<file path="src/rtl/bus_chkr_hw.sv">
// Scoreboard checker for the multi-driver bus. It keeps one ordered queue of expected
// packets per destination and grades each observed packet against that queue.
module bus_chkr_hw #(
  parameter int unsigned DRVRS    = 4,
  parameter int unsigned PCKG_SZ  = 16,
  parameter int unsigned DEPTH    = 8,
  parameter int unsigned TS_W     = 16,
  parameter logic [7:0]  BCAST_ID = 8'hFF,
  parameter int unsigned CNT_W    = 16
) (
  input  logic                       clk,
  input  logic                       reset_n,
  input  logic                       exp_valid,
  input  logic [$clog2(DRVRS)-1:0]   exp_src,
  input  logic [PCKG_SZ-1:0]         exp_data,
  input  logic                       obs_valid,
  input  logic [$clog2(DRVRS)-1:0]   obs_port,
  input  logic [PCKG_SZ-1:0]         obs_data,
  output logic                       rslt_valid,
  output logic [1:0]                 rslt_code,
  output logic [$clog2(DRVRS)-1:0]   rslt_port,
  output logic [TS_W-1:0]            rslt_latency,
  output logic [CNT_W-1:0]           match_cnt,
  output logic [CNT_W-1:0]           err_cnt,
  output logic                       ovf,
  output logic                       bad_dest,
  output logic                       pending
);

  localparam int unsigned PW = $clog2(DRVRS);
  localparam int unsigned AW = $clog2(DEPTH);
  localparam int unsigned EW = PCKG_SZ + TS_W;

  typedef enum logic [1:0] {
    RES_MATCH    = 2'b00,
    RES_MISMATCH = 2'b01,
    RES_UNEXP    = 2'b10
  } res_e;

  logic [EW-1:0]      mem    [DRVRS][DEPTH];
  logic [AW-1:0]      wr_ptr [DRVRS];
  logic [AW-1:0]      rd_ptr [DRVRS];
  logic [AW:0]        cnt    [DRVRS];
  logic [AW:0]        cnt_nxt[DRVRS];
  logic [DRVRS-1:0]   push_req;
  logic [DRVRS-1:0]   push_ok;
  logic [DRVRS-1:0]   pop;
  logic [DRVRS-1:0]   nonempty_nxt;
  logic [TS_W-1:0]    ts;
  logic [7:0]         id;
  logic               dest_ok;
  logic               is_bcast;
  logic               port_ok;
  logic               occ;
  logic [EW-1:0]      head;
  logic [PCKG_SZ-1:0] head_pkt;
  logic [TS_W-1:0]    head_ts;

  assign id = exp_data[PCKG_SZ-1 -: 8];

  always_comb begin
    dest_ok  = id < 8'(DRVRS);
    is_bcast = (id == BCAST_ID);
    port_ok  = {1'b0, obs_port} < (PW+1)'(DRVRS);
    head     = port_ok ? mem[obs_port][rd_ptr[obs_port]] : '0;
    occ      = port_ok && (cnt[obs_port] != '0);
    head_pkt = head[EW-1:TS_W];
    head_ts  = head[TS_W-1:0];
    for (int unsigned q = 0; q < DRVRS; q++) begin
      push_req[q] = exp_valid &&
                    ((dest_ok && id == 8'(q)) ||
                     (!dest_ok && is_bcast && exp_src != PW'(q)));
      pop[q]      = obs_valid && (obs_port == PW'(q)) && (cnt[q] != '0);
      // A same-cycle pop frees the slot, so a full queue still accepts the push.
      push_ok[q]  = push_req[q] && ((cnt[q] != (AW+1)'(DEPTH)) || pop[q]);
      cnt_nxt[q]  = cnt[q] + (AW+1)'(push_ok[q]) - (AW+1)'(pop[q]);
      nonempty_nxt[q] = (cnt_nxt[q] != '0);
    end
  end

  always_ff @(posedge clk) begin
    for (int unsigned q = 0; q < DRVRS; q++) begin
      if (push_ok[q]) mem[q][wr_ptr[q]] <= {exp_data, ts};
    end
  end

  always_ff @(posedge clk or negedge reset_n) begin
    if (!reset_n) begin
      ts           <= '0;
      for (int unsigned q = 0; q < DRVRS; q++) begin
        wr_ptr[q] <= '0;
        rd_ptr[q] <= '0;
        cnt[q]    <= '0;
      end
      rslt_valid   <= 1'b0;
      rslt_code    <= '0;
      rslt_port    <= '0;
      rslt_latency <= '0;
      match_cnt    <= '0;
      err_cnt      <= '0;
      ovf          <= 1'b0;
      bad_dest     <= 1'b0;
      pending      <= 1'b0;
    end else begin
      ts <= ts + TS_W'(1);
      for (int unsigned q = 0; q < DRVRS; q++) begin
        if (push_ok[q]) wr_ptr[q] <= wr_ptr[q] + AW'(1);
        if (pop[q])     rd_ptr[q] <= rd_ptr[q] + AW'(1);
        cnt[q] <= cnt_nxt[q];
      end
      pending <= |nonempty_nxt;
      if (|(push_req & ~push_ok))                 ovf      <= 1'b1;
      if (exp_valid && !dest_ok && !is_bcast)     bad_dest <= 1'b1;

      rslt_valid <= obs_valid;
      if (obs_valid) begin
        rslt_port <= obs_port;
        if (!occ) begin
          rslt_code    <= RES_UNEXP;
          rslt_latency <= '0;
          if (err_cnt != '1) err_cnt <= err_cnt + CNT_W'(1);
        end else begin
          rslt_latency <= ts - head_ts;
          if (head_pkt == obs_data) begin
            rslt_code <= RES_MATCH;
            if (match_cnt != '1) match_cnt <= match_cnt + CNT_W'(1);
          end else begin
            rslt_code <= RES_MISMATCH;
            if (err_cnt != '1) err_cnt <= err_cnt + CNT_W'(1);
          end
        end
      end
    end
  end

endmodule

</file>
<file path="config.mk">
export PLATFORM = sky130hd
export DESIGN_NAME = bus_chkr_hw
export DESIGN_NICKNAME = d
export VERILOG_FILES = /design/src/rtl/bus_chkr_hw.sv
export SDC_FILE = /design/constraint.sdc
export NUM_CORES = 1
export LEC_CHECK = 0
export ABC_AREA = 1
export CORE_UTILIZATION = 48
export CTS_CLUSTER_DIAMETER = 120
export CTS_CLUSTER_SIZE = 12
export DETAILED_ROUTE_END_ITERATION = 8
export SLEW_MARGIN = 20
export SYNTH_ARGS = -nofsm -noshare
export SYNTH_HDL_FRONTEND = slang
export SYNTH_SLANG_ARGS = --single-unit
</file>
<file path="constraint.sdc">
create_clock -name clk -period 8.05 [get_ports clk]
set_input_delay 1.61 -clock clk [delete_from_list [all_inputs] [get_ports clk]]
set_output_delay 1.61 -clock clk [all_outputs]
set_load 0.02 [all_outputs]
</file>
==> results.json <==
{
  "core_area_um2": 100000,
  "cts_sinks": 1136,
  "cp_num_cells": 16,
  "dpl.hpwl_mm": 71.2,
  "timing.rr.start": "rd_ptr[6]",
  "ys_seq_elements": 1136,
  "startpoint_type": "primary input",
  "p_per_area_nw_per_um2": 250,
  "grt_pass1_wl_mm": 199,
  "synthCells": 4335,
  "dp_slack_ps": 1580,
  "synth.top_cell.area_share_pct": 63.4,
  "finalSetupViolations": 0,
  "diodes": 0,
  "ctsLongestPathBuffers": 3,
  "start_util_pct": 48.4,
  "synthTopCellsByArea": "edfxtp_1, nand2_1, dfrtp_1",
  "critPathMaxStageDelay_ps": 860,
  "die_width_um": 320,
  "finalCritPeriodShare_pct": 71.0,
  "cp_cell_sequence": "buf_8 > buf_12 > buf_4 > o21ai_0 > o21ai_0 > nand2_1 > nand3_1 > nand3_1 > nand3_1 > nand2_1 > nor2_1 > nand4_1 > nor2_2 > nand3_1 > nand2_1 > nand2_1",
  "max_cap_violations": 0,
  "first_iter_violations": 3494,
  "grt_max_degree": 168,
  "hold_viol_final": 0,
  "tns_ps": 0,
  "slew_headroom_pct": 22.5,
  "fillers": 8581,
  "worstSetupPathType": "primary input to register",
  "postSynthAreaPerCell_um2": 11.2,
  "crit_family": "simple AND/OR/NAND/NOR gates",
  "fin_ws_ps": 2330,
  "r2r_cells": 16,
  "reg2reg_to": "match_cnt[14]",
  "endpoint": "match_cnt[14]",
  "path_buf_inv": 3,
  "maxSlewViolCount": 0,
  "regArea_um2": 33600,
  "ios": 96,
  "first_pass_iters": 5,
  "postCtsSetupRepairBufs": 0,
  "rsz0062_at_grt": "no",
  "die_area_um2": 102000,
  "insertion_delay_ps": 680,
  "ir_drop_uv": 187,
  "synth-seq-area-share_pct": 69.2,
  "crit_fanout": 162,
  "ant_nets": 0,
  "cts_buffers": 104,
  "end_kind": "register",
  "finClkSkew_ps": 13.4,
  "rrSetupSlack_ps": 3600,
  "synth.distinct_cells": 49,
  "post-route-min-period_ps": 5720,
  "gp_congestion": 0.863,
  "grt_pass1_vias": 31000,
  "route.detailed.drc": 0,
  "cts_tree": "yes",
  "power_uw": 13500,
  "rows": 116,
  "slowest_stage": "buf_4",
  "yosysWarningCount": 0,
  "grtUsageTotal_pct": 26.1,
  "ctsResizeCount": 0,
  "vias": 32500,
  "cp.arrival_ps": 6290,
  "grt_antenna_before_repair": 1,
  "vias_per_cell": 5.66,
  "required_ps": 8620,
  "finalNonFillerCells": 5742,
  "multi_input_area_um2": 12900,
  "synth_nets": 4430,
  "crit_start": "obs_port[0]",
  "nets": 4493,
  "clk_pin_slew_ps": 60,
  "die_y_um": 320,
  "layout_commonest_cell": "edfxtp_1",
  "max_freq_ghz": 0.175,
  "leakagePower_uw": 0.0207,
  "grt_overflow": 0,
  "final_cell_mix": "edfxtp_1, nand2_1, nor2_1",
  "tightest_slew_ps": 1160,
  "h-tree-depth": 3,
  "routed_wirelength_mm": 134,
  "hp-class": "register to register",
  "hold_buffers": 0,
  "drive_gt1_share_pct": 6.41,
  "yosys.area.top_type": "edfxtp_1",
  "dp_cells": 5590,
  "cts-root-buf": "clkbuf_16",
  "routedWlPerCell_um": 23.3,
  "synth_area_um2": 48500,
  "status": "complete, no violations",
  "syn_to_final_growth_pct": 11.1,
  "io_buffer_count": 95
}
==> flip-flops by register name, summed over array words and instances (netlist names) <==
register	cells
rslt_latency	16
pending	1
bad_dest	1
cnt	16
wr_ptr	12
rslt_valid	1
match_cnt	16
rslt_code	2
rd_ptr	12
ts	16
rslt_port	2
ovf	1
err_cnt	16
mem	1024
==> logic make-up (layout without fill, tap and decap cells) <==
logic type      Yosys count  after routing  synth area share, %
simple gates           1856           1856                 15.5
buf+inv                 511            620                 4.52
flops                  1136           1136                 69.2
fa+ha+maj                55             55                 1.50
compound gates          715            715                 8.11
xor+xnor                 62             62                 1.12
==> metal layers <==
layer  part of all wire [%]  track usage (%)
met5                      0                0
met4                    3.6             10.0
met3                    6.4             3.24
met2                     48             42.6
met1                     42             35.9
==> layout make-up <==
type | count | share of cell area [%]
clock buffer | 150 | 5.39
multi-input combinational | 2688 | 24.0
inverter | 275 | 1.96
timing repair buffer | 193 | 3.21
sequential | 1136 | 62.3
clock inverter | 2 | 0.0860
tap | 1298 | 3.02
==> per-stage QoR <==
stage	area (um2)	util [%]	hold slack [ps]
floorplan	48500	-	446
global placement	50900	50.8	463
detailed placement	50900	50.8	468
CTS	53900	53.8	484
global route	53800	53.8	506
finish	53800	53.8	481
==> tightest hold or removal path, delay by kind of cell (launching register included) <==
kind,cells,cell delay (ps)
DFF,1,340
and+or+nand+nor,2,100
==> cell usage after synthesis, drive strengths merged <==
cell type / n
o2111ai: 2
o21ai: 500
nor3: 49
nor4: 13
a2111oi: 1
a221oi: 1
a22o: 1
a32o: 2
o21a: 1
nor3b: 1
or3: 1
o21bai: 1
o211ai: 16
a41oi: 2
a21boi: 1
dfrtp: 112
nand2: 925
or4: 1
xor2: 36
o22ai: 147
buf: 135
or2: 16
a21oi: 23
edfxtp: 1024
a31oi: 1
xnor2: 26
a31o: 1
nand4: 39
nand3: 220
and3b: 1
o31ai: 1
o221ai: 14
fa: 5
ha: 50
nor2: 590
clkbuf: 101
inv: 275
==> worst min path at each step <==
stage | startpoint | to | slack (ps) | depth (start not counted)
finish | rslt_port[0] | rslt_port[0] | 480 | 2
global route | rslt_latency[6] | rslt_latency[6] | 510 | 2
CTS | rd_ptr[2] | rd_ptr[2] | 480 | 1
detailed placement | rslt_port[0] | rslt_port[0] | 470 | 2
global placement | rslt_port[0] | rslt_port[0] | 460 | 2
floorplan | rd_ptr[11] | rd_ptr[11] | 450 | 1
==> report_power, final <==
part	internal [uW]	leakage [uW]	switching, uW
registers	6520	0.0114	107
clock network	2490	0.00142	2070
logic	724	0.00783	1570
Note: power is estimated with default switching activity, not from simulation.
